### config.mk
export PLATFORM = sky130hd
export DESIGN_NAME = pc_sequencer_flat
export DESIGN_NICKNAME = d
export VERILOG_FILES = /design/src/rtl/pc_sequencer_if.sv /design/src/rtl/pc_sequencer.sv /design/src/flat_wrapper.sv
export SDC_FILE = /design/constraint.sdc
export NUM_CORES = 1
export LEC_CHECK = 0
export ABC_AREA = 1
export ABC_CLOCK_PERIOD_IN_PS = 2900
export BUFFER_PORTS_ARGS = -buffer_cell sky130_fd_sc_hd__buf_2
export CAP_MARGIN = 20
export CORE_ASPECT_RATIO = 0.7
export CORE_MARGIN = 8
export CORE_UTILIZATION = 55
export CTS_BUF_LIST = sky130_fd_sc_hd__clkbuf_4
export DETAILED_ROUTE_END_ITERATION = 6
export PLACE_DENSITY = 0.75
export SETUP_SLACK_MARGIN = 0.05
export SYNTH_ARGS = -nofsm -noshare
export SYNTH_HDL_FRONTEND = slang
export SYNTH_SLANG_ARGS = --single-unit
### constraint.sdc
create_clock -name clk -period 2.9 [get_ports clk]
set_clock_uncertainty 0.1 [all_clocks]
set_input_delay 0.29 -clock clk [delete_from_list [all_inputs] [get_ports clk]]
set_output_delay 0.29 -clock clk [all_outputs]
set_load 0.02 [all_outputs]
### src/rtl/pc_sequencer_if.sv
// Fetch-control bundle for the PC sequencer: next-PC select inputs and PC/RAS status outputs.
// Control has no valid/ready pair: every non-stalled cycle accepts pc_sel, stall=1 is a hold.
interface pc_sequencer_if #(
  parameter int W         = 32,
  parameter int IMM_W     = 16,
  parameter int RAS_DEPTH = 4,
  parameter int CW        = $clog2(RAS_DEPTH + 1)
);
  logic             stall;
  logic [2:0]       pc_sel;
  logic             take;
  logic [W-1:0]     rs;
  logic [IMM_W-1:0] imm;
  logic [W-1:0]     pc;
  logic [W-1:0]     incr_pc;
  logic             redirect;
  logic [CW-1:0]    ras_count;
  logic             ras_overflow;
  logic             ras_underflow;

  modport master (
    output stall, pc_sel, take, rs, imm,
    input  pc, incr_pc, redirect, ras_count, ras_overflow, ras_underflow
  );

  modport slave (
    input  stall, pc_sel, take, rs, imm,
    output pc, incr_pc, redirect, ras_count, ras_overflow, ras_underflow
  );
endinterface

### src/rtl/pc_sequencer.sv
// Registered program counter for the fetch stage with next-PC selection and a circular
// return-address stack for CALL/RET.
module pc_sequencer #(
  parameter int           W         = 32,
  parameter int           IMM_W     = 16,
  parameter int           INCR      = 4,
  parameter int           RAS_DEPTH = 4,
  parameter logic [W-1:0] RESET_VEC = '0
) (
  input logic          clk,
  input logic          rst,
  pc_sequencer_if.slave bus
);
  localparam int PW = (RAS_DEPTH > 1) ? $clog2(RAS_DEPTH) : 1;
  localparam int CW = $clog2(RAS_DEPTH + 1);

  localparam logic [2:0] SEL_BR   = 3'b001;
  localparam logic [2:0] SEL_JR   = 3'b010;
  localparam logic [2:0] SEL_JABS = 3'b011;
  localparam logic [2:0] SEL_CALL = 3'b100;
  localparam logic [2:0] SEL_RET  = 3'b101;

  logic [W-1:0]  r_pc;
  logic          r_redirect;
  logic [CW-1:0] r_count;
  logic [PW-1:0] r_top;
  logic          r_overflow;
  logic          r_underflow;
  logic [W-1:0]  r_ras [RAS_DEPTH];

  logic [W-1:0]  w_incr_pc;
  logic [W-1:0]  w_sext;
  logic [W-1:0]  w_off;
  logic [W-1:0]  w_next_pc;
  logic          w_redirect;
  logic          w_push;
  logic          w_pop;
  logic [PW-1:0] w_top_inc;
  logic [PW-1:0] w_top_dec;
  logic          w_ras_full;
  logic          w_ras_empty;

  assign w_incr_pc   = r_pc + W'(INCR);
  assign w_sext      = {{(W-IMM_W){bus.imm[IMM_W-1]}}, bus.imm};
  assign w_off       = w_sext << 2;
  assign w_top_inc   = (r_top == PW'(RAS_DEPTH - 1)) ? '0 : r_top + 1'b1;
  assign w_top_dec   = (r_top == '0) ? PW'(RAS_DEPTH - 1) : r_top - 1'b1;
  assign w_ras_full  = (r_count == CW'(RAS_DEPTH));
  assign w_ras_empty = (r_count == '0);

  always_comb begin
    w_next_pc  = w_incr_pc;
    w_redirect = 1'b0;
    w_push     = 1'b0;
    w_pop      = 1'b0;
    case (bus.pc_sel)
      SEL_BR: begin
        if (bus.take) begin
          w_next_pc  = w_incr_pc + w_off;
          w_redirect = 1'b1;
        end
      end
      SEL_JR: begin
        w_next_pc  = bus.rs;
        w_redirect = 1'b1;
      end
      SEL_JABS: begin
        w_next_pc  = {r_pc[W-1:IMM_W+2], bus.imm, 2'b00};
        w_redirect = 1'b1;
      end
      SEL_CALL: begin
        w_next_pc  = w_incr_pc + w_off;
        w_redirect = 1'b1;
        w_push     = 1'b1;
      end
      SEL_RET: begin
        w_next_pc  = w_ras_empty ? RESET_VEC : r_ras[r_top];
        w_redirect = 1'b1;
        w_pop      = 1'b1;
      end
      default: ;
    endcase
  end

  // A push always advances the top pointer; when full this lands on the oldest slot.
  always_ff @(posedge clk) begin
    if (rst) begin
      r_pc        <= RESET_VEC;
      r_redirect  <= 1'b0;
      r_count     <= '0;
      r_top       <= '0;
      r_overflow  <= 1'b0;
      r_underflow <= 1'b0;
    end else if (!bus.stall) begin
      r_pc       <= w_next_pc;
      r_redirect <= w_redirect;
      if (w_push) begin
        r_top <= w_top_inc;
        if (w_ras_full) r_overflow <= 1'b1;
        else            r_count    <= r_count + 1'b1;
      end else if (w_pop) begin
        if (w_ras_empty) begin
          r_underflow <= 1'b1;
        end else begin
          r_count <= r_count - 1'b1;
          r_top   <= w_top_dec;
        end
      end
    end
  end

  always_ff @(posedge clk) begin
    if (!rst && !bus.stall && w_push) r_ras[w_top_inc] <= w_incr_pc;
  end

  assign bus.pc            = r_pc;
  assign bus.incr_pc       = w_incr_pc;
  assign bus.redirect      = r_redirect;
  assign bus.ras_count     = r_count;
  assign bus.ras_overflow  = r_overflow;
  assign bus.ras_underflow = r_underflow;
endmodule

### src/flat_wrapper.sv
// flat-port wrapper written by rule: the top's interface ports become plain ports
module pc_sequencer_flat 
#(
  parameter int           W         = 32,
  parameter int           IMM_W     = 16,
  parameter int           INCR      = 4,
  parameter int           RAS_DEPTH = 4,
  parameter logic [W-1:0] RESET_VEC = '0
)
  (clk, rst, bus_stall, bus_pc_sel, bus_take, bus_rs, bus_imm, bus_pc, bus_incr_pc, bus_redirect, bus_ras_count, bus_ras_overflow, bus_ras_underflow);
  pc_sequencer_if #(.W(W), .IMM_W(IMM_W), .RAS_DEPTH(RAS_DEPTH)) bus_i ();
  input logic clk;
  input logic rst;
  input wire logic [$bits(bus_i.stall)-1:0] bus_stall;
  input wire logic [$bits(bus_i.pc_sel)-1:0] bus_pc_sel;
  input wire logic [$bits(bus_i.take)-1:0] bus_take;
  input wire logic [$bits(bus_i.rs)-1:0] bus_rs;
  input wire logic [$bits(bus_i.imm)-1:0] bus_imm;
  output wire logic [$bits(bus_i.pc)-1:0] bus_pc;
  output wire logic [$bits(bus_i.incr_pc)-1:0] bus_incr_pc;
  output wire logic [$bits(bus_i.redirect)-1:0] bus_redirect;
  output wire logic [$bits(bus_i.ras_count)-1:0] bus_ras_count;
  output wire logic [$bits(bus_i.ras_overflow)-1:0] bus_ras_overflow;
  output wire logic [$bits(bus_i.ras_underflow)-1:0] bus_ras_underflow;
  assign bus_i.stall = bus_stall;
  assign bus_i.pc_sel = bus_pc_sel;
  assign bus_i.take = bus_take;
  assign bus_i.rs = bus_rs;
  assign bus_i.imm = bus_imm;
  assign bus_pc = bus_i.pc;
  assign bus_incr_pc = bus_i.incr_pc;
  assign bus_redirect = bus_i.redirect;
  assign bus_ras_count = bus_i.ras_count;
  assign bus_ras_overflow = bus_i.ras_overflow;
  assign bus_ras_underflow = bus_i.ras_underflow;
  pc_sequencer #(.W(W), .IMM_W(IMM_W), .INCR(INCR), .RAS_DEPTH(RAS_DEPTH), .RESET_VEC(RESET_VEC)) u_core (.clk(clk), .rst(rst), .bus(bus_i));
endmodule
## Yosys cells after proc, flatten, opt, wreduce, memory -nomap -nowiden

Memory sizes are Yosys's and may differ from the RTL's. A register that Yosys moved wholly into a read port is not among the register bits.
Cells that the tools add are included.

| cells by class | value |
|---|---|
| add/sub/neg operators | 6 |
| reductions and logical operators | 13 |
| multiplexer cells | 20 |
| bitwise logic cells | 3 |
| eq/ne operators | 9 |

Operator list:

| cell | number |
|---|---|
| $pmux 32 s5 | 1 |
| $mux 32 | 2 |
| $add 32x3->32 const B | 1 |
| $add 32x32->32 | 1 |
| $mux 2 | 7 |
| $mux 3 | 4 |
| $eq 3x3->1 const B | 3 |
| $reduce_and 4->1 | 2 |
| $eq 3x2->1 const B | 2 |
| $reduce_and 3->1 | 2 |
| $mux 1 | 5 |
| $reduce_or 4->1 | 1 |
| $add 3x1->3 const B | 1 |
| $eq 3x1->1 const B | 1 |
| $logic_not 3->1 | 1 |
| $not 1->1 | 3 |
| $sub 3x1->3 const B | 1 |
| $add 2x1->2 const B | 1 |
| $eq 2x2->1 const B | 1 |
| $logic_and 1x1->1 | 2 |
| $logic_not 1->1 | 2 |
| $logic_not 2->1 | 1 |
| $ne 2x1->1 const B | 1 |
| $ne 2x2->1 const B | 1 |
| 4 further kinds | 4 |

| storage, ports and cells | value |
|---|---|
| flip-flop bits (word level) | 40 |
| logic and storage cells | 59 |
| input bits | 55 |
| bits in writable memories | 128 |
| output and inout port bits | 70 |
| memories | 1 |

Memories:

| name | depth | bits a word | read ports | clocked after memory_dff | write ports | RTL line | source |
|---|---|---|---|---|---|---|---|
| u_core.r_ras | 4 | 32 | 1 | 1 | 1 | pc_sequencer.sv:29 | `logic [W-1:0] r_ras [RAS_DEPTH];` |

## Logic depth before layout (Yosys ltp)

Gate-level depths: netlist of the first run.

| depth | value |
|---|---|
| word-level depth | 7 |
| gate-level depth with buffers | 26 |
| gate-level depth less buffers | 26 |

## Worst setup path after synthesis of the first run

Ideal clock, no wire load.

| timing path | value |
|---|---|
| path type | register to register |
| start point | register u_core.r_pc[3] (netlist: u_core.bus.pc[3]) |
| end point | register u_core.r_pc[11] (netlist: u_core.bus.pc[11]) |
| required time | 2,678 ps |
| clock period less this slack | 3,213 ps |
| buffers on the path | 0 |
| stages on the path, launching flop included | 18 |
| setup slack | -313 ps |
| setup time | 122 ps |
| data arrival time | 2,992 ps |
| cells stage by stage | dfxtp_1 > ha_1 > nand2_1 > nor2_1 > nand2_1 > xnor2_1 > ha_1 > nand2_1 > inv_1 > nand2_1 > nand2_1 > inv_1 > nand3_1 > or2_2 > nand3_1 > nand2_1 > o21ai_0 > a21oi_1 |

| on the way | value |
|---|---|
| word-level cells in the longest chain between the ends | 4 |

RTL lines:

| what | RTL line | source |
|---|---|---|
| start, declared | pc_sequencer.sv:23 | `logic [W-1:0] r_pc;` |
| start signal, assigned | pc_sequencer.sv:95 | `r_pc <= w_next_pc;` |
| $add 32x3->32 (*) | pc_sequencer.sv:43 | `assign w_incr_pc = r_pc + W'(INCR);` |
| named net bus_incr_pc[10] | flat_wrapper.sv:20 | `output wire logic [$bits(bus_i.incr_pc)-1:0] bus_incr_pc;` |
| $add 32x32->32 (*) | pc_sequencer.sv:59, pc_sequencer.sv:72 |  |
| $mux 32 | pc_sequencer.sv:58 | `if (bus.take) begin` |
| $pmux 32 s5 (*) | pc_sequencer.sv:56 | `case (bus.pc_sel)` |

Mark *: on every way through the listed nets, which the timed path passes. The rest lies on a longest branch.
A chain may end at the register's enable or synchronous reset.

## Worst setup path after layout of the first run

| timing path | value |
|---|---|
| start point | register u_core.r_pc[9] (netlist: u_core.bus.pc[9]) |
| end point | register u_core.r_pc[28] (netlist: u_core.bus.pc[28]) |

| on the way | value |
|---|---|
| word-level cells in the longest chain between the ends | 4 |

RTL lines:

| what | RTL line |
|---|---|
| $add 32x3->32 (*) | pc_sequencer.sv:43 |
| $add 32x32->32 | pc_sequencer.sv:59, pc_sequencer.sv:72 |
| $mux 32 | pc_sequencer.sv:58 |
| $pmux 32 s5 (*) | pc_sequencer.sv:56 |

Every way passes the cells marked *; elsewhere a longest branch is shown, timed or not.

==> flow_summary.ini, run 1 <==
[cts]
cts.path.max_buffers = 2
ctsHtreeMaxLevel = 4
tritoncts = yes
worst_setup_hold_path_clk_slew_ps = 180
clkLatencyLatePin_ps = 650
cts_sinks = 170
clock_tree.root_cell = sky130_fd_sc_hd__clkbuf_4
cts_buffers = 17

[floorplan]
dieArea_sq_um = 24100
initial_utilization = 0.563
fp.coreArea_sq_um = 18900
std_cell_rows = 42
die_width_microns = 182
ios = 125
die-height_microns = 132

[logic_synthesis]
post_synth_and_or_nand_nor_area_fraction = 0.264
combinational_family_with_the_most_area_after_synthesis = simple AND/OR/NAND/NOR gates
synth_cells = 1390
count_of_warnings_emitted_by_yosys = 0
synth_cell_types = 45
postSynthNetCount = 1487
synth.ff_latch_count = 170
synthesized_area_fraction_occupied_by_ao_oa_aoi_and_oai_cells = 0.137
synth_area_per_cell_sq_um = 7.66
synth_top_flop_cell = sky130_fd_sc_hd__edfxtp_1
synth-seq-area-share = 0.440
async_flop_share = 0
synthAdderAreaFrac = 0.0508
synth_edf_count = 128
netlist_area_sq_um = 10600
synth_xor_xnor_area_share = 0.0189
synth_mux_area_frac = 0

[critical_path]
path_common_cell = sky130_fd_sc_hd__nand2_1
worst-endpoint-required_ps = 3380
cp.arrival_ps = 3520
kind_of_start_point_of_the_critical_path = register
timing.critical_path.cells = nand2_4 -> buf_6 -> nor2_4 -> buf_6 -> nand2_4 -> nor3_4 -> xor2_2 -> ha_4 -> nand2_2 -> nand2_2 -> inv_2 -> nand2_2 -> nand2_1 -> nand2_1 -> a21oi_2 -> nand2_1 -> nand2_1 -> nand3_2 -> nand2_1 -> nand2_1 -> a21oi_2
cp.depth = 21
worst_path_largest_cell_delay_ps = 440
cp_top_family = simple AND/OR/NAND/NOR gates
path_buf_inv = 3
r2r.worst_path.cells = 21
worst-path-max-fanout = 4
crit_path_slowest_cell = sky130_fd_sc_hd__dfxtp_4
crit_type = reg2reg
cp-end-kind = register

[timing]
setup_tns_ps = -930
timing.hold.ws_ps = -10.7
layout_min_cycle_time_ps = 3030
post_route_worst_setup_slack_ps = -132
max_slew_margin = 0.441
rsz_0062_raised_after_global_routing = true
max_freq_ghz = 0.330
timing_max_transition_violations_final = 0
finalSetupViolCount = 14
worst_pin_slew_ps = 838
final_min_period_over_clock_period = 1.05
finalHoldViolations = 2

[finish]
drive_gt1_frac = 0.391
antenna-diode-count = 0
post-route-util = 0.786
fillers = 1292
most-common-layout-cells = sky130_fd_sc_hd__nand2_1 (300), sky130_fd_sc_hd__buf_4 (192), sky130_fd_sc_hd__inv_1 (158), sky130_fd_sc_hd__edfxtp_1 (128), sky130_fd_sc_hd__buf_2 (116)
layout.cells.most_common = sky130_fd_sc_hd__nand2_1
final-seq-area_sq_um = 4740
flow.area_growth_from_synthesis_pct = 39.6
finalNetCount = 1806
area_occupied_by_multi_input_gates_sq_um = 6300

[global_route]
grt_start_max_net_pins = 65
met3_routing_resource_usage_after_global_routing = 0.0697
busiest_layer = met2
grt_antenna_before_repair = 0
overflow = 0
groute.usage.overall = 0.312
global_route.usage.met1 = 0.430
use_met2 = 0.474
number_of_global_route_vias_before_repair = 10651
first_pass_grt_wire_length_microns = 59000

[route]
vias_per_cell = 5.80
antenna_violating_nets_post_route = 0
drt_drc_violations_left = 0
detail_route.iter0.violations = 1276
avgRoutedWirePerCell_microns = 20.1
drtPass1Iterations = 7
vias = 11396
drt-total-wl_microns = 39400

[placed_design]
dp_hpwl_microns = 26600
placement.io_buffers = 124
globalplace.congestion = 0.975
detailedPlace.worstSlack_ps = -288

[status]
status = finished with violations
failing_checks = hold timing, setup timing

[power_and_ir_drop]
netSwitchingFraction = 0.363
power.static_leakage_uw = 0.00685
clock_network_power_share = 0.258
power.ir.vdd_worst_v = 0.000340
net-switching-power_uw = 2210
cell_internal_pwr_uw = 3870
p_seq_frac = 0.447
total_power_after_layout_uw = 6080
pwr_density_cell_nw_per_um2 = 409
comb_power_share = 0.295

[job]
timing.max_cap.violations = 0

[min_path]
hold_path_class = in2reg
whs_path_cells = 5
-- worst min-delay path, delay by kind of cell --
kind | cells | cell delay, ps
compound gates | 2 | 190
simple gates | 2 | 150
buf+inv | 1 | 80
-- layer usage --
metal | routed length, microns | up-vias
met2 | 17100 | 752
li1 | - | 5248
met4 | 1500 | 0
met5 | 0 | -
met1 | 15900 | 5276
met3 | 4910 | 120
-- final timing paths --
check                                                          start                                   end  slack (ps)
worst max-delay path                   u_core.bus.pc[9]$_SDFFE_PP0N_        u_core.bus.pc[28]$_SDFFE_PP0P_        -130
worst min-delay path                                      bus_rs[29]        u_core.bus.pc[29]$_SDFFE_PP0P_         -10
worst min register to register  u_core.bus.ras_overflow$_SDFFE_PP0P_  u_core.bus.ras_overflow$_SDFFE_PP0P_         390
worst max register to register         u_core.bus.pc[9]$_SDFFE_PP0N_        u_core.bus.pc[28]$_SDFFE_PP0P_        -130
-- synth_stat cells (3+ instances only) --
library cell,number,share of area
sky130_fd_sc_hd__a21oi_1,79,0.037
sky130_fd_sc_hd__a21oi_2,3,0.0025
sky130_fd_sc_hd__a221oi_1,10,0.0082
sky130_fd_sc_hd__a22o_1,8,0.0066
sky130_fd_sc_hd__a22oi_1,20,0.014
sky130_fd_sc_hd__a31oi_1,5,0.0029
sky130_fd_sc_hd__buf_2,10,0.0047
sky130_fd_sc_hd__buf_4,4,0.0028
sky130_fd_sc_hd__clkbuf_1,26,0.0092
sky130_fd_sc_hd__dfxtp_1,42,0.079
sky130_fd_sc_hd__edfxtp_1,128,0.36
sky130_fd_sc_hd__ha_1,40,0.047
sky130_fd_sc_hd__inv_1,188,0.066
sky130_fd_sc_hd__inv_2,11,0.0039
sky130_fd_sc_hd__nand2_1,387,0.14
sky130_fd_sc_hd__nand2_2,12,0.0071
sky130_fd_sc_hd__nand3_1,91,0.043
sky130_fd_sc_hd__nand3_2,4,0.0038
sky130_fd_sc_hd__nand3b_1,5,0.0035
sky130_fd_sc_hd__nand4_1,12,0.0071
sky130_fd_sc_hd__nor2_1,113,0.040
sky130_fd_sc_hd__nor2_2,6,0.0035
sky130_fd_sc_hd__nor2_4,7,0.0074
sky130_fd_sc_hd__nor3_1,8,0.0038
sky130_fd_sc_hd__nor3_2,4,0.0038
sky130_fd_sc_hd__o21ai_0,92,0.043
sky130_fd_sc_hd__o21ai_1,11,0.0052
sky130_fd_sc_hd__o21bai_1,3,0.0021
sky130_fd_sc_hd__o22ai_1,16,0.0094
sky130_fd_sc_hd__or2_2,4,0.0024
sky130_fd_sc_hd__xnor2_1,9,0.0074
sky130_fd_sc_hd__xor2_1,14,0.012
-- repair_timing --
action,4_1_cts,5_1_grt
pin swaps,68,78
cloned,0,0
buffers inserted,23,11
hold buffers,13,1
resized for setup,154,157
endpoints found under the setup margin,24,37
endpoints found under the hold margin,14,1
-- cells by family (layout without fill, tap and decap cells) --
logic type,count (synthesis),after routing
flip-flops,170,170
buffers and inverters,243,575
adder cells (fa/ha/maj),42,42
AND/OR/NAND/NOR,658,658
AO/OA/AOI/OAI,254,254
XOR/XNOR,23,23
-- registers in the layout, indices dropped and copies added (netlist names), named ones only --
signal,flops
u_core.r_ras,128
u_core.bus.pc,32
u_core.bus.ras_count,3
u_core.r_top,2
u_core.bus.ras_overflow,1
u_core.bus.ras_underflow,1
u_core.bus.redirect,1
-- cell type report --
class	count	share of cell area
clock buffer	17	0.00859
clock inverter	15	0.0120
inverter	199	0.0506
multi-input combinational	977	0.424
sequential	170	0.319
tap	242	0.0204
timing repair buffer	344	0.165
-- through the flow --
stage,std cells,area [sq um]
2_1_floorplan,1390,10800
3_3_place_gp,1885,12900
3_5_place_dp,1885,12900
4_1_cts,1953,14200
5_1_grt,1964,14900
6_report,1964,14900
-- power by group through the flow --
stage	combinational [uW]	clock, uW	sequential, uW
after floorplan	733	0	2820
after global routing	1910	1620	2720
after detailed placement	1410	0	2770
after CTS	1600	1540	2710
final	1790	1570	2720
after global placement	1390	0	2770
No activity file was read; power rests on OpenSTA's default activity.
==> run 2, diff against run 1 <==
--- a/config.mk
+++ b/config.mk
@@ -15,7 +15,7 @@
 export CTS_BUF_LIST = sky130_fd_sc_hd__clkbuf_4
 export DETAILED_ROUTE_END_ITERATION = 6
 export PLACE_DENSITY = 0.75
-export SETUP_SLACK_MARGIN = 0.05
+export SETUP_SLACK_MARGIN = 0.2
 export SYNTH_ARGS = -nofsm -noshare
 export SYNTH_HDL_FRONTEND = slang
 export SYNTH_SLANG_ARGS = --single-unit
==> run 2 against run 1 <==
The run ends with DRC, setup timing left. Core utilization up 4.2 points. Via count up 3.3%. Cell count increased by 0.71%. Fmax hardly changed. First-iteration DRC count up 18%. Clock-buffer cell count unchanged. Sequential power about the same. Critical path depth fell by 1. Global-route usage increased by 3.6 points. Non-clock buffer count grew 13. Routed wire length rose by 13%. Largest power group unchanged. Critical endpoint is now u_core.bus.pc[21]$_SDFFE_PP0P_. Sequential share of layout area decreased by 1.6 points.
==> flow_summary.ini, run 2 (synthesis gave the netlist of run 1 again) <==
[power_and_ir_drop]
net-switching-power_uw = 2280
power.ir.vdd_worst_v = 0.000257
pwr_density_cell_nw_per_um2 = 405
total_power_after_layout_uw = 6340
power.static_leakage_uw = 0.00707
netSwitchingFraction = 0.360
clock_network_power_share = 0.247
comb_power_share = 0.324
cell_internal_pwr_uw = 4060
p_seq_frac = 0.429

[critical_path]
crit_type = reg2reg
r2r-start = u_core.bus.pc[4]$_SDFFE_PP0N_
r2r.worst_path.cells = 20
worst-path-max-fanout = 5
path_buf_inv = 4
crit_path_slowest_cell = sky130_fd_sc_hd__dfxtp_4
timing.rr.end = u_core.bus.pc[21]$_SDFFE_PP0P_
cp.arrival_ps = 3470
worst_path_largest_cell_delay_ps = 410
kind_of_start_point_of_the_critical_path = register
cp_top_family = simple AND/OR/NAND/NOR gates
reg2reg_setup_slack_ps = -130
cp-end-kind = register
path_common_cell = sky130_fd_sc_hd__nand2_1
worst-endpoint-required_ps = 3340
timing.critical_path.cells = buf_4 -> nand3_4 -> nor2_4 -> nand2_4 -> buf_6 -> xnor2_4 -> ha_4 -> nand2_4 -> inv_1 -> nand2_1 -> nand2_1 -> nand3b_1 -> buf_4 -> nand2_1 -> nand2_1 -> nand2_1 -> nand3_4 -> nand2_1 -> nand2_1 -> a21oi_2

[route]
drt_drc_violations_left = 4
detail_route.iter0.violations = 1501
vias_per_cell = 5.95
drt-total-wl_microns = 44400
vias = 11769
drtPass1Iterations = 7
antenna_violating_nets_post_route = 0
avgRoutedWirePerCell_microns = 22.4

[job]
timing.max_cap.violations = 0

[finish]
stdcell_area_sq_um = 15700
post-route-util = 0.828
finalNetCount = 1819
drive_gt1_frac = 0.438
flow.area_growth_from_synthesis_pct = 47.1
most-common-layout-cells = sky130_fd_sc_hd__nand2_1 (281), sky130_fd_sc_hd__buf_4 (171), sky130_fd_sc_hd__inv_1 (145), sky130_fd_sc_hd__edfxtp_1 (128), sky130_fd_sc_hd__buf_2 (104)
layout.cells.most_common = sky130_fd_sc_hd__nand2_1
register_containing_the_most_flip_flops_in_the_final_layout = u_core.r_ras
largest_reg_flops = 128

[timing]
max_slew_margin = 0.448
finalSetupViolCount = 19
timing.hold.ws_ps = 29.6
finalHoldViolations = 0
worst_pin_slew_ps = 826
rsz_0062_raised_after_global_routing = true
timing_max_transition_violations_final = 0
setup_tns_ps = -1270
final_min_period_over_clock_period = 1.04
max_freq_ghz = 0.330
layout_min_cycle_time_ps = 3030
post_route_worst_setup_slack_ps = -129

[floorplan]
die_width_microns = 182
ios = 125
fp.coreArea_sq_um = 18900
initial_utilization = 0.563
dieArea_sq_um = 24100
die-height_microns = 132
std_cell_rows = 42

[global_route]
overflow = 0
busiest_layer = met2
number_of_global_route_vias_before_repair = 10996
grt_start_max_net_pins = 53
met3_routing_resource_usage_after_global_routing = 0.111
groute.usage.overall = 0.348
grt_antenna_before_repair = 1
global_route.usage.met1 = 0.466
first_pass_grt_wire_length_microns = 63700
use_met2 = 0.513

[cts]
worst_setup_hold_path_clk_slew_ps = 160
cts_sinks = 170
ctsHtreeMaxLevel = 4
clkLatencyLatePin_ps = 610
cts.path.max_buffers = 2
cts_buffers = 17
clock_tree.root_cell = sky130_fd_sc_hd__clkbuf_4
tritoncts = yes

[placed_design]
placement.cell_area_sq_um = 13100
placement.io_buffers = 124
dp_hpwl_microns = 30600
globalplace.congestion = 1.06

[status]
status = finished with violations
failing_checks = DRC, setup timing

[min_path]
whs_path_cells = 4
hold_path_class = in2reg
hp-start = bus_pc_sel[2]
timing.hold.worst_endpoint = u_core.bus.redirect$_SDFFE_PP0N_
==> run 2: how the worst max path moves through the flow <==
stage,start,to,slack (ps),cells past startpoint
finish,u_core.bus.pc[4]$_SDFFE_PP0N_,u_core.bus.pc[21]$_SDFFE_PP0P_,-130,20
CTS,u_core.bus.pc[2]$_SDFFE_PP0N_,u_core.bus.pc[24]$_SDFFE_PP0P_,0.7,19
floorplan,u_core.bus.pc[2]$_SDFFE_PP0N_,u_core.bus.pc[25]$_SDFFE_PP0P_,190,19
detailed placement,u_core.bus.pc[3]$_SDFFE_PP0N_,u_core.bus.pc[11]$_SDFFE_PP0N_,-210,17
global route,u_core.bus.pc[4]$_SDFFE_PP0N_,u_core.bus.pc[23]$_SDFFE_PP0P_,-250,20
global placement,u_core.bus.pc[4]$_SDFFE_PP0N_,u_core.bus.pc[25]$_SDFFE_PP0P_,-170,21
==> run 2: power by group through the flow <==
stage               clock network (uW)  logic [uW]  registers, uW
finish                            1570        2060           2720
global route                      1660        2150           2720
detailed placement                   0        1470           2770
CTS                               1570        1750           2710
global placement                     0        1460           2760
floorplan                            0         778           2820
==> run 2: what timing repair did <==
action	in CTS	in global routing
setup endpoints to repair	36	48
resized for setup	242	198
setup buffers	31	31
hold endpoints to repair	14	0
hold buffers	11	0
pin swaps	78	109
==> run 2: tightest hold or removal path: stages <==
cell	delay [ps]
sky130_fd_sc_hd__buf_2	140
sky130_fd_sc_hd__nor2_2	80
sky130_fd_sc_hd__nand2_2	100
sky130_fd_sc_hd__a31oi_1	90
==> run 2: cell type report <==
type                       instances  area (sq um)
multi-input combinational        977          6740
sequential                       170          4750
fill                            1162          3260
timing repair buffer             357          2750
inverter                         199           786
tap                              242           303
clock inverter                    15           204
clock buffer                      17           128
antenna                            1          2.50
==> run 2: per-layer routing <==
metal	vias up	routed length, microns
li1	5261	-
met1	5493	17200
met2	853	18800
met3	162	6290
met4	0	2060
met5	-	0
==> run 2: stage by stage <==
stage / setup slack [ps] / std cells
global placement: -172 / 1872
CTS: 0.738 / 1946
detailed placement: -207 / 1872
finish: -129 / 1978
floorplan: 190 / 1390
global route: -249 / 1978
==> run 3, diff against run 2 <==
--- a/config.mk
+++ b/config.mk
@@ -6,7 +6,6 @@
 export NUM_CORES = 1
 export LEC_CHECK = 0
 export ABC_AREA = 1
-export ABC_CLOCK_PERIOD_IN_PS = 2900
 export BUFFER_PORTS_ARGS = -buffer_cell sky130_fd_sc_hd__buf_2
 export CAP_MARGIN = 20
 export CORE_ASPECT_RATIO = 0.7
@@ -14,6 +13,7 @@
 export CORE_UTILIZATION = 55
 export CTS_BUF_LIST = sky130_fd_sc_hd__clkbuf_4
 export DETAILED_ROUTE_END_ITERATION = 6
+export MAX_ROUTING_LAYER = met4
 export PLACE_DENSITY = 0.75
 export SETUP_SLACK_MARGIN = 0.2
 export SYNTH_ARGS = -nofsm -noshare
==> run 3 against run 2 <==
Setup slack worse by 61 ps. Via count up 1.2%. Clock-buffer cell count up 1. Non-clock buffer count up 4. Final area down 0.77%. Sequential cell count unchanged. Register-to-register slack worse by 60 ps. Largest cell class unchanged. Sequential share of layout area up 0.27 points. Critical endpoint is now u_core.bus.pc[31]$_SDFFE_PP0P_. The run ends with setup timing left. Critical path type unchanged. Total power down 1.1%. Core utilization down 0.63 points.
==> flow_summary.ini, run 3 (synthesis gave the netlist of run 1 again) <==
[cts]
clkLatencyLatePin_ps = 630
tritoncts = yes
cts.path.max_buffers = 2
cts_buffers = 17
ctsHtreeMaxLevel = 4
cts_sinks = 170
clock_tree.root_cell = sky130_fd_sc_hd__clkbuf_4
worst_setup_hold_path_clk_slew_ps = 170

[critical_path]
cp_top_family = simple AND/OR/NAND/NOR gates
worst-path-max-fanout = 4
cp.arrival_ps = 3540
cp-end-kind = register
crit_path_slowest_cell = sky130_fd_sc_hd__dfxtp_2
timing.critical_path.cells = nand4_1 -> nor2_4 -> nand4_1 -> buf_6 -> nor2_1 -> nand2_1 -> nand2_2 -> inv_4 -> ha_4 -> nand2_1 -> nand2_2 -> nand2_1 -> nand2_1 -> inv_1 -> nand2_2 -> nand2_1 -> nand2_2 -> inv_1 -> nand2_1 -> nand2_1 -> nand3_1 -> nand3_1 -> nand2_1 -> inv_1
kind_of_start_point_of_the_critical_path = register
crit_path_start = u_core.bus.pc[7]$_SDFFE_PP0N_
path_buf_inv = 5
path_common_cell = sky130_fd_sc_hd__nand2_1
worst_path_largest_cell_delay_ps = 430
worst-endpoint-required_ps = 3350
crit_type = reg2reg
r2r-start = u_core.bus.pc[7]$_SDFFE_PP0N_

[timing]
rsz_0062_raised_after_global_routing = true
layout_min_cycle_time_ps = 3090
worst_pin_slew_ps = 732
setup_tns_ps = -1810
max_slew_margin = 0.511
finalHoldViolations = 0
timing_max_transition_violations_final = 0
final_min_period_over_clock_period = 1.07
max_freq_ghz = 0.324
finalSetupViolCount = 18
post_route_worst_setup_slack_ps = -190

[global_route]
first_pass_grt_wire_length_microns = 63300
number_of_global_route_vias_before_repair = 10830
grt_start_max_net_pins = 65
groute.usage.overall = 0.354
grt_antenna_before_repair = 3
overflow = 0

[route]
drt_drc_violations_left = 0
avgRoutedWirePerCell_microns = 22.5
drt-total-wl_microns = 44600
antenna_violating_nets_post_route = 0
vias_per_cell = 6.01
detail_route.iter0.violations = 1699
drtPass1Iterations = 6
vias = 11915

[min_path]
hp-start = bus_rs[1]
hold_path_class = in2reg

[job]
timing.max_cap.violations = 0

[floorplan]
die_width_microns = 182
die-height_microns = 132
ios = 125
std_cell_rows = 42
fp.coreArea_sq_um = 18900
initial_utilization = 0.563
dieArea_sq_um = 24100

[finish]
fillers = 1219
register_containing_the_most_flip_flops_in_the_final_layout = u_core.r_ras
largest_reg_flops = 128
finalNetCount = 1823
layout.cells.most_common = sky130_fd_sc_hd__nand2_1
drive_gt1_frac = 0.434
most-common-layout-cells = sky130_fd_sc_hd__nand2_1 (286), sky130_fd_sc_hd__buf_4 (183), sky130_fd_sc_hd__inv_1 (150), sky130_fd_sc_hd__edfxtp_1 (128), sky130_fd_sc_hd__buf_2 (104)
stdcell_area_sq_um = 15500
final-seq-area_sq_um = 4750
area_occupied_by_multi_input_gates_sq_um = 6630
flow.area_growth_from_synthesis_pct = 46.0

[placed_design]
globalplace.congestion = 1.06
dp_hpwl_microns = 30600
placement.cell_area_sq_um = 13100
placement.io_buffers = 124
detailedPlace.worstSlack_ps = -164

[status]
failing_checks = setup timing
status = finished with violations

[power_and_ir_drop]
power.static_leakage_uw = 0.00709
power.ir.vdd_worst_v = 0.000269
pwr_density_cell_nw_per_um2 = 404
[run 3: changes by cell type in the layout (fill, tap and decap cells not counted), sizes merged, moves of 2 or more]
cell         before  now
dlygate4sd3      11    9
clkinv            8    6
diode             1    3
buf             346  351
inv             203  205
clkbuf           17   19
[run 3: power breakdown]
group | internal, uW | switching, uW
combinational | 818 | 1210
clock | 489 | 1030
sequential | 2670 | 55.0
[run 3: what timing repair did]
item	in CTS	in global routing
setup buffers	40	21
endpoints found under the setup margin	36	44
endpoints found under the hold margin	11	1
gates cloned	0	0
resized for setup	195	211
pin swaps	84	91
hold buffers	8	1
[run 3: final timing paths]
check                                               to  depth (start not counted)  slack (ps)
setup / recovery        u_core.bus.pc[31]$_SDFFE_PP0P_                         24        -190
hold / removal           u_core.bus.pc[1]$_SDFFE_PP0P_                          4           5
setup reg to reg        u_core.bus.pc[31]$_SDFFE_PP0P_                         24        -190
hold reg to reg   u_core.bus.ras_overflow$_SDFFE_PP0P_                          2         390
[run 3: per-layer routing]
layer	share of wire	vias up	global-route usage
met5	0	-	-
met4	0.036	0	0.0936
met3	0.13	144	0.0983
met2	0.43	864	0.519
met1	0.40	5616	0.476
li1	-	5291	-
[run 3: worst register-to-register path: stages (launching register included)]
cell and delay (ps):
sky130_fd_sc_hd__dfxtp_2 430, sky130_fd_sc_hd__nand4_1 240, sky130_fd_sc_hd__nor2_4 180, sky130_fd_sc_hd__nand4_1 160, sky130_fd_sc_hd__buf_6 180, sky130_fd_sc_hd__nor2_1 100
sky130_fd_sc_hd__nand2_1 70, sky130_fd_sc_hd__nand2_2 90, sky130_fd_sc_hd__inv_4 60, sky130_fd_sc_hd__ha_4 330, sky130_fd_sc_hd__nand2_1 100, sky130_fd_sc_hd__nand2_2 90
sky130_fd_sc_hd__nand2_1 60, sky130_fd_sc_hd__nand2_1 80, sky130_fd_sc_hd__inv_1 60, sky130_fd_sc_hd__nand2_2 80, sky130_fd_sc_hd__nand2_1 80, sky130_fd_sc_hd__nand2_2 90
sky130_fd_sc_hd__inv_1 50, sky130_fd_sc_hd__nand2_1 60, sky130_fd_sc_hd__nand2_1 70, sky130_fd_sc_hd__nand3_1 80, sky130_fd_sc_hd__nand3_1 80, sky130_fd_sc_hd__nand2_1 60
sky130_fd_sc_hd__inv_1 40
[run 3: layout make-up]
type	count	share of cell area
Timing Repair Buffer	361	0.178
Clock inverter	14	0.0113
Sequential cell	170	0.306
Clock buffer	18	0.00869
Tap cell	242	0.0195
Antenna cell	3	0.000483
Multi-Input combinational cell	977	0.426
Inverter	199	0.0500
[run 3: per-stage QoR]
stage / hold slack, ps / cells / util / total power (uW)
global route: 19.0 / 1984 / 0.821 / 6450
finish: 4.86 / 1984 / 0.821 / 6280
detailed placement: 350 / 1879 / 0.695 / 4260
global placement: 338 / 1879 / 0.695 / 4250
floorplan: 259 / 1390 / - / 3600
CTS: 1.82 / 1959 / 0.773 / 5950
